<file path="src/rtl/pipe_stage_skid.sv">
`default_nettype none
// ============================================================================
//  Module   : pipe_stage_skid
//  Purpose  : Pipeline boundary register (EX/MEM, MEM/WB, ...) with a 2-entry
//             skid buffer. Valid/ready on both sides, full throughput,
//             registered backpressure, synchronous flush, and a control bus
//             that reads zero whenever no valid entry is presented.
//  Ports    : clk        rising-edge clock
//             rst        asynchronous, active-high reset
//             flush      synchronous kill of all held entries
//             in_valid   upstream presents an entry
//             in_ready   stage can accept (transfer on in_valid && in_ready)
//             in_ctrl    control fields from upstream       [CTRL_W]
//             in_data    payload from upstream              [DATA_W]
//             out_valid  entry available downstream
//             out_ready  downstream accepts (pop on out_valid && out_ready)
//             out_ctrl   control to downstream, zero on bubbles [CTRL_W]
//             out_data   payload to downstream              [DATA_W]
//             occupancy  number of held entries (0..2)
//  Revision : 1.0  initial release
// ============================================================================
module pipe_stage_skid #(
    parameter int DATA_W    = 32,
    parameter int CTRL_W    = 3,
    parameter int ZERO_DATA = 0
) (
    input  logic              clk,
    input  logic              rst,
    input  logic              flush,
    input  logic              in_valid,
    output logic              in_ready,
    input  logic [CTRL_W-1:0] in_ctrl,
    input  logic [DATA_W-1:0] in_data,
    output logic              out_valid,
    input  logic              out_ready,
    output logic [CTRL_W-1:0] out_ctrl,
    output logic [DATA_W-1:0] out_data,
    output logic [1:0]        occupancy
);

    // State encoding equals the number of held entries, so occupancy is
    // simply the state register.
    localparam logic [1:0] S_EMPTY = 2'd0;
    localparam logic [1:0] S_ONE   = 2'd1;
    localparam logic [1:0] S_TWO   = 2'd2;

    localparam bit c_CLEAR_DATA = (ZERO_DATA != 0);

    logic [1:0]        r_state;
    logic [1:0]        w_state_nxt;
    logic              r_live;
    logic [CTRL_W-1:0] r_main_ctrl;
    logic [DATA_W-1:0] r_main_data;
    logic [CTRL_W-1:0] r_skid_ctrl;
    logic [DATA_W-1:0] r_skid_data;

    logic              w_push;
    logic              w_pop;
    logic              w_load_main_in;
    logic              w_load_main_skid;
    logic              w_load_skid;
    logic              w_clear_main;

    // r_live is cleared asynchronously by rst and set on the first edge after
    // release, so in_ready is low for the whole reset window and rises only
    // once the stage has been clocked out of reset.
    assign in_ready  = r_live && !flush && (r_state != S_TWO);
    assign out_valid = (r_state != S_EMPTY);
    assign occupancy = r_state;

    // The main control register is cleared whenever the stage drains or is
    // flushed, so out_ctrl is a pure register output that is zero on bubbles.
    assign out_ctrl  = r_main_ctrl;
    assign out_data  = r_main_data;

    // flush gates in_ready, so no entry is ever captured in a flush cycle.
    assign w_push = in_valid && in_ready;
    assign w_pop  = out_valid && out_ready;

    // ------------------------------------------------------------------
    // Next-state and datapath-enable decode
    // ------------------------------------------------------------------
    always_comb begin
        w_state_nxt      = r_state;
        w_load_main_in   = 1'b0;
        w_load_main_skid = 1'b0;
        w_load_skid      = 1'b0;
        w_clear_main     = 1'b0;

        if (flush) begin
            w_state_nxt  = S_EMPTY;
            w_clear_main = 1'b1;
        end else begin
            case (r_state)
                S_EMPTY: begin
                    if (w_push) begin
                        w_state_nxt    = S_ONE;
                        w_load_main_in = 1'b1;
                    end
                end
                S_ONE: begin
                    if (w_push && !w_pop) begin
                        // Downstream stalled: park the new entry in the skid.
                        w_state_nxt = S_TWO;
                        w_load_skid = 1'b1;
                    end else if (w_push && w_pop) begin
                        w_load_main_in = 1'b1;
                    end else if (w_pop) begin
                        w_state_nxt  = S_EMPTY;
                        w_clear_main = 1'b1;
                    end
                end
                S_TWO: begin
                    // in_ready is low here, so only a pop can occur.
                    if (w_pop) begin
                        w_state_nxt      = S_ONE;
                        w_load_main_skid = 1'b1;
                    end
                end
                default: begin
                    // Unused encoding: recover to a clean empty stage.
                    w_state_nxt  = S_EMPTY;
                    w_clear_main = 1'b1;
                end
            endcase
        end
    end

    // ------------------------------------------------------------------
    // State and storage registers
    // ------------------------------------------------------------------
    always_ff @(posedge clk or posedge rst) begin
        if (rst) begin
            r_state     <= S_EMPTY;
            r_live      <= 1'b0;
            r_main_ctrl <= '0;
            r_main_data <= '0;
            r_skid_ctrl <= '0;
            r_skid_data <= '0;
        end else begin
            r_state <= w_state_nxt;
            r_live  <= 1'b1;

            if (w_load_main_in) begin
                r_main_ctrl <= in_ctrl;
                r_main_data <= in_data;
            end else if (w_load_main_skid) begin
                r_main_ctrl <= r_skid_ctrl;
                r_main_data <= r_skid_data;
            end else if (w_clear_main) begin
                r_main_ctrl <= '0;
                if (c_CLEAR_DATA) begin
                    r_main_data <= '0;
                end
            end

            if (w_load_skid) begin
                r_skid_ctrl <= in_ctrl;
                r_skid_data <= in_data;
            end
        end
    end

endmodule
`default_nettype wire
</file>
<file path="config.mk">
export PLATFORM = sky130hd
export DESIGN_NAME = pipe_stage_skid
export DESIGN_NICKNAME = d
export VERILOG_FILES = /design/src/rtl/pipe_stage_skid.sv
export SDC_FILE = /design/constraint.sdc
export NUM_CORES = 1
export LEC_CHECK = 0
export CAP_MARGIN = 15
export CORE_MARGIN = 8
export CORE_UTILIZATION = 30
export DETAILED_ROUTE_END_ITERATION = 6
export GPL_TIMING_DRIVEN = 1
export SYNTH_ARGS = -nofsm -noshare
export SYNTH_HDL_FRONTEND = slang
export SYNTH_SLANG_ARGS = --single-unit
</file>
<file path="constraint.sdc">
create_clock -name clk -period 6.85 [get_ports clk]
set_clock_uncertainty 0.2 [all_clocks]
set_input_delay 1.0275 -clock clk [delete_from_list [all_inputs] [get_ports clk]]
set_output_delay 1.0275 -clock clk [all_outputs]
set_load 0.02 [all_outputs]
</file>
==> summary.md, run 1 <==
| Metric | Value |
|---|---|
| Die X | `117 um` |
| Slew at the pin closest to its max-slew limit | `0.945 ns` |
| Hold-fix buffers, CTS | `0` |
| Drt first-iter violations | `153` |
| Path class of the lowest-slack min-delay path | `reg -> reg` |
| Synthesized-area fraction occupied by ao, oa, aoi and oai cells | `12.5%` |
| Die Height | `117 um` |
| Final weighted congestion in routability-driven placement | `0.749` |
| Proportion of synthesized chip area in sequential cells | `59.7%` |
| Number of resized instances in the post-cts repair step | `0` |
| CP endpoint kind | `primary output` |
| Post-Syn Instances | `214` |
| Cell area after synthesis | `3060 sq um` |
| Number of cells traversed by the worst hold path | `1` |
| Maximum root-to-sink buffer count | `2` |
| Mean instance size in the synthesized netlist | `14.3 sq um` |
| Xor and xnor fraction of the mapped netlist area | `0%` |
| Initial cell density of the core | `30.3%` |
| Number of CTS-inserted buffers | `9` |
| Insertion delay of the later-clocked pin in the worst-skew pair | `0.33 ns` |
| Clock transition at the registers of the reported paths | `0.07 ns` |
| Critical path required time | `5.62 ns` |
| Pre-CTS WS | `2.95 ns` |
| Worst setup slack after layout | `3.18 ns` |
| Mux cell area share after synthesis | `13.2%` |
| Total leakage power | `1.82 nW` |
| Largest net degree at the start of global routing | `74` |
| Max H-tree Level | `3` |
| Fraction of the mapped netlist area in simple logic gates | `10.6%` |
| Area of the core | `10100 sq um` |
| Critical Path AT | `2.45 ns` |
| Areal power density over the cells | `274 nW/um^2` |
| PortBufs | `78` |
| Yosys reg bits | `73` |
| Number of vias after detailed routing | `2012` |
| Combinational family with the most area after synthesis | `multiplexers` |
| Post-synthesis cell type count | `28` |
| Detailed Routing Iterations Pass 1 | `4` |
| Die area | `13700 sq um` |
| Fraction of final layout cells with drive strength greater than 1 | `19.8%` |
| Setup violation total in the final timing report | `0` |
| Power Total | `1.14 mW` |
| Via count of the first global-routing pass | `2155` |
| Area occupied by multi-input gates | `1120 sq um` |
| Largest fanout on the critical path | `7` |
| Final count of pins violating max slew | `0` |
| Leading cell type in the layout, fill and taps excluded | `sky130_fd_sc_hd__clkdlybuf4s50_1` |
| Cell chosen for the clock root | `sky130_fd_sc_hd__clkbuf_8` |
| Antenna violations before repair | `0` |
| Layout area overhead | `35.5%` |
| Number of clock sinks | `73` |
| Warnings, synthesis | `0` |
| Final Routed Wirelength | `7.01 mm` |
| Number of remaining DRC errors | `0` |
| Element type at the critical path start | `input pin` |
| Largest vdd supply drop | `0.109 mV` |
| Storage cell area | `1830 sq um` |
| Standard-cell rows | `37` |
| Post-DR vias/cell | `4.64` |
| ANT cells | `0` |
| RSZ-0062 raised after global routing | `false` |
| Area share of fa/ha/maj cells after synthesis | `0%` |
| Total half-perimeter wirelength after legalization and detailed placement | `4.64 mm` |
| Post-synthesis net count | `254` |
| Time the final worst path needs with I/O delays and setup | `3.67 ns` |
| Number of hold violations in the final report | `0` |
| Setup_tns | `0 ns` |
| Worst r2r path cells | `5` |
| Boundary pin count | `79` |
| Final layout net count | `333` |
| Setup repair bufs after CTS | `0` |
| Overall fraction of global-route tracks in use | `10.7%` |
| Max_slew headroom | `36.8%` |
| Most frequent cells in the layout | `sky130_fd_sc_hd__clkdlybuf4s50_1, sky130_fd_sc_hd__dfrtp_1, sky130_fd_sc_hd__mux2_2, sky130_fd_sc_hd__and2_1, sky130_fd_sc_hd__a221o_1` |
| Share of the cycle needed by the critical path after routing | `53.6%` |
| MaxCap Viol Count | `0` |
| Status | `completed` |
| TritonCTS clock tree | `done` |
| Crit Path Class | `in -> out` |
| Wire length of the first global-routing pass | `11.2 mm` |
| Routed wire per std cell | `16.1 um` |
| Antenna viol nets, final | `0` |
| Overflow left after global routing | `0` |
| Number of filler instances in the final layout | `998` |
| Timing-limited maximum frequency | `272 MHz` |
where the power goes:
group / internal [mW] / switching [mW] / total [mW]
clock: 0.179 / 0.163 / 0.342
sequential: 0.507 / 0.0398 / 0.546
combinational: 0.143 / 0.106 / 0.249
state kept, by name, indices dropped and copies added (netlist names):
| name | cells |
|---|---|
| occupancy | 2 |
| out_data | 32 |
| r_skid_data | 32 |
| r_live | 1 |
| out_ctrl | 3 |
| r_skid_ctrl | 3 |
worst max-delay path, cell delays in order:
cell and delay, ns:
sky130_fd_sc_hd__clkdlybuf4s50_1 0.50, sky130_fd_sc_hd__nor3b_1 0.26, sky130_fd_sc_hd__clkdlybuf4s50_1 0.65
worst paths after layout:
kind	start	to	slack, ns
max	flush	in_ready	3.18
min	r_skid_data[26]$_DFFE_PP0P_	r_skid_data[26]$_DFFE_PP0P_	0.28
max reg2reg	occupancy[1]$_DFFE_PP0P_	out_data[26]$_DFFE_PP0P_	4.08
min reg2reg	r_skid_data[26]$_DFFE_PP0P_	r_skid_data[26]$_DFFE_PP0P_	0.28
max in group asynchronous	rst	out_data[7]$_DFFE_PP0P_	4.75
min in group asynchronous	rst	out_data[8]$_DFFE_PP0P_	1.07
per-layer routing:
| layer | GRT usage (%) | share of wire (%) | wire length, um | vias to the layer above |
|---|---|---|---|---|
| met3 | 4.72 | 7.6 | 536 | 7 |
| met2 | 17.0 | 47 | 3300 | 55 |
| li1 | - | - | - | 957 |
| met5 | 0 | 0 | 0 | - |
| met1 | 12.9 | 44 | 3100 | 993 |
| met4 | 3.07 | 1.0 | 70 | 0 |
stage by stage:
step	area (sq um)	util [%]	hold WS [ns]	cells
after global routing	4150	41.1	0.315	434
after detailed placement	3940	39.1	0.270	418
after CTS	4150	41.1	0.287	434
after global placement	3940	39.1	0.261	418
after floorplan	3060	-	0.249	214
final	4150	41.1	0.278	434
synth_stat cells:
cell	number	area, sq um
sky130_fd_sc_hd__o22a_1	1	8.76
sky130_fd_sc_hd__buf_6	6	67.6
sky130_fd_sc_hd__a222oi_1	3	30.0
sky130_fd_sc_hd__mux2_2	33	372
sky130_fd_sc_hd__and3b_1	2	17.5
sky130_fd_sc_hd__nor2_1	1	3.75
sky130_fd_sc_hd__nor2b_1	2	12.5
sky130_fd_sc_hd__mux2i_1	1	10.0
sky130_fd_sc_hd__dfrtp_1	73	1830
sky130_fd_sc_hd__nand4bb_4	1	27.5
sky130_fd_sc_hd__or4b_1	1	10.0
sky130_fd_sc_hd__inv_1	4	15.0
sky130_fd_sc_hd__nor3_1	1	5.00
sky130_fd_sc_hd__nor3b_4	1	18.8
sky130_fd_sc_hd__a211o_1	1	8.76
sky130_fd_sc_hd__clkbuf_1	6	22.5
sky130_fd_sc_hd__or2_2	1	6.26
sky130_fd_sc_hd__o21ai_0	1	5.00
sky130_fd_sc_hd__a221o_1	32	320
sky130_fd_sc_hd__nand2_1	1	3.75
sky130_fd_sc_hd__and2_1	32	200
sky130_fd_sc_hd__conb_1	1	3.75
sky130_fd_sc_hd__a21oi_1	2	10.0
sky130_fd_sc_hd__nor2_2	2	12.5
sky130_fd_sc_hd__buf_4	1	7.51
sky130_fd_sc_hd__mux2_1	2	22.5
sky130_fd_sc_hd__nor3b_1	1	7.51
sky130_fd_sc_hd__buf_2	1	5.00
cell type report:
cell class | count | share of cell area, %
Sequential cell | 73 | 44.0
Inverter | 4 | 0.362
Tap cell | 136 | 4.10
Multi-Input combinational cell | 123 | 27.0
Clock inverter | 6 | 1.60
Timing Repair Buffer | 82 | 19.5
Clock buffer | 10 | 3.32
kinds of logic after synthesis:
family,count (synthesis)
mux,36
compound gates,40
buf+inv,18
other cells,1
simple gates,46
flops,73
(Power assumes the default switching activity.)
==> run 2, diff against run 1 <==
clock period = 3.6 ns   (was 6.85 ns; I/O delays follow)
==> summary.md, run 2 (same netlist as run 1, synthesis figures left out) <==
| Metric | Value |
|---|---|
| Status | `completed` |
| Delay of the slowest critical-path stage | `0.70 ns` |
| Cell count after placement | `419` |
| Leading cell type in the layout, fill and taps excluded | `sky130_fd_sc_hd__clkdlybuf4s50_1` |
| Timing endpoint of the critical path | `out_data[17]$_DFFE_PP0P_` |
| MaxCap Viol Count | `0` |
| Maximum root-to-sink buffer count | `2` |
| Hold-fix buffers, CTS | `0` |
| HP Start | `r_skid_data[26]$_DFFE_PP0P_` |
| Path class of the lowest-slack min-delay path | `reg -> reg` |
| Critical Path Stages | `6` |
| Worst r2r path cells | `5` |
| Overall fraction of global-route tracks in use | `10.7%` |
| Largest delay contributor family on the critical path | `simple AND/OR/NAND/NOR gates` |
| Timing-limited maximum frequency | `336 MHz` |
| PortBufs | `78` |
| Reg-to-reg slack, setup | `0.91 ns` |
| Setup violation total in the final timing report | `0` |
| Total leakage power | `1.84 nW` |
| Crit Path Class | `in -> reg` |
| Post-Place Cell Area | `3960 sq um` |
| Number of standard cells in the layout, taps in and fillers out | `435` |
| Cell chosen for the clock root | `sky130_fd_sc_hd__clkbuf_8` |
| Number of clock sinks | `73` |
| Critical Path AT | `2.99 ns` |
| Wire length of the first global-routing pass | `11.2 mm` |
| ANT cells | `0` |
| Post-DR vias/cell | `4.77` |
| Initial cell density of the core | `30.3%` |
| Area occupied by multi-input gates | `1120 sq um` |
| Final Routed Wirelength | `6.93 mm` |
| Time the final worst path needs with I/O delays and setup | `2.98 ns` |
| Routed wire per std cell | `15.9 um` |
| Cell Chain, Critical Path | `clkdlybuf4s50_1, nor2b_1, nor2_4, nor2_2, buf_4, a221o_1` |
| Post-layout instance area | `4180 sq um` |
| Largest fanout on the critical path | `36` |
| Number of filler instances in the final layout | `990` |
| Die Height | `117 um` |
| Element type at the critical path start | `input pin` |
| Max_slew headroom | `40.9%` |
| Number of CTS-inserted buffers | `9` |
| Fraction of final layout cells with drive strength greater than 1 | `20.1%` |
| Setup_tns | `0 ns` |
| Antenna violations before repair | `0` |
| Most frequent cells in the layout | `sky130_fd_sc_hd__clkdlybuf4s50_1, sky130_fd_sc_hd__dfrtp_1, sky130_fd_sc_hd__mux2_2, sky130_fd_sc_hd__and2_1, sky130_fd_sc_hd__a221o_1` |
| Setup repair bufs after CTS | `0` |
| Total half-perimeter wirelength after legalization and detailed placement | `4.74 mm` |
| Number of remaining DRC errors | `0` |
| Antenna viol nets, final | `0` |
| Layout area overhead | `36.6%` |
| Number of vias after detailed routing | `2076` |
| Area of the core | `10100 sq um` |
| Largest vdd supply drop | `0.202 mV` |
| Insertion delay of the later-clocked pin in the worst-skew pair | `0.34 ns` |
| Number of resized instances in the post-cts repair step | `0` |
| Die area | `13700 sq um` |
| Buffers & Inverters on Critical Path | `2` |
| Standard-cell rows | `37` |
| TritonCTS clock tree | `done` |
| RSZ-0062 raised after global routing | `false` |
| Worst flop-to-flop path endpoint | `out_data[17]$_DFFE_PP0P_` |
| Power Total | `2.21 mW` |
| Storage cell area | `1830 sq um` |
| Detailed Routing Iterations Pass 1 | `5` |
| CP endpoint kind | `register` |
| Slew at the pin closest to its max-slew limit | `0.885 ns` |
| Clock transition at the registers of the reported paths | `0.08 ns` |
| Boundary pin count | `79` |
| Final layout net count | `334` |
| Cell type of the slowest stage on the worst timing path | `sky130_fd_sc_hd__nor2_4` |
| Final count of pins violating max slew | `0` |
| Critical path required time | `3.62 ns` |
| Largest net degree at the start of global routing | `42` |
| Via count of the first global-routing pass | `2164` |
| Launching instance or port of the critical path | `out_ready` |
| Areal power density over the cells | `530 nW/um^2` |
| Max H-tree Level | `3` |
| Number of hold violations in the final report | `0` |
| Die X | `117 um` |
| Launch instance of the worst register-to-register path | `occupancy[1]$_DFFE_PP0P_` |
| Share of the cycle needed by the critical path after routing | `82.7%` |
| Overflow left after global routing | `0` |
| Final weighted congestion in routability-driven placement | `0.741` |
| Drt first-iter violations | `69` |
==> run 2: changes by cell type in the layout (fill, tap and decap cells not counted) <==
cell | before | now
sky130_fd_sc_hd__bufinv_16 | 1 | 2
sky130_fd_sc_hd__clkinv_2 | 1 | 2
sky130_fd_sc_hd__buf_12 | 0 | 1
sky130_fd_sc_hd__clkinvlp_4 | 3 | 2
sky130_fd_sc_hd__clkbuf_8 | 10 | 9
==> run 2: where the power goes <==
| group | leakage (nW) | switching [mW] | internal (mW) |
|---|---|---|---|
| combinational | 0.801 | 0.201 | 0.274 |
| clock | 0.106 | 0.309 | 0.390 |
| sequential | 0.938 | 0.0765 | 0.964 |
| total | 1.84 | 0.586 | 1.63 |
==> run 2: worst reg2reg max path, delay by kind of cell (launching register included) <==
kind | cells | cell delay [ns]
buf+inv | 1 | 0.31
simple gates | 3 | 1.29
compound gates | 1 | 0.30
flops | 1 | 0.47
==> run 2: metal layers <==
layer	wire, um	part of all wire, %	up-vias	global-route usage (%)
li1	-	-	957	-
met1	2920	42	1043	13.1
met2	3360	49	66	16.7
met3	553	8.0	10	3.80
met4	95	1.4	0	4.69
met5	0	0	-	0
==> run 2: worst min path at each step <==
stage,endpoint,slack [ns],cells past startpoint
after floorplan,r_skid_data[26]$_DFFE_PP0P_,0.25,1
after global placement,r_skid_data[27]$_DFFE_PP0P_,0.26,1
after detailed placement,r_skid_data[26]$_DFFE_PP0P_,0.27,1
after CTS,r_skid_data[26]$_DFFE_PP0P_,0.29,1
after global routing,r_skid_data[26]$_DFFE_PP0P_,0.30,1
final,r_skid_data[26]$_DFFE_PP0P_,0.28,1
==> run 2: stage by stage <==
stage | util [%] | setup slack, ns | hold slack (ns)
after floorplan | - | 1.01 | 0.249
after CTS | 41.4 | 0.625 | 0.287
final | 41.4 | 0.621 | 0.283
after global routing | 41.4 | 0.452 | 0.300
after global placement | 39.3 | 0.267 | 0.260
after detailed placement | 39.3 | 0.233 | 0.267
==> run 2: cell type report <==
| cell class | instances | share of cell area (%) |
|---|---|---|
| clock buffers | 9 | 2.96 |
| multi-input cells | 123 | 26.8 |
| well taps | 136 | 4.07 |
| inverters | 4 | 0.359 |
| repair buffers | 83 | 19.9 |
| flip-flops and latches | 73 | 43.7 |
| clock inverters | 7 | 2.24 |
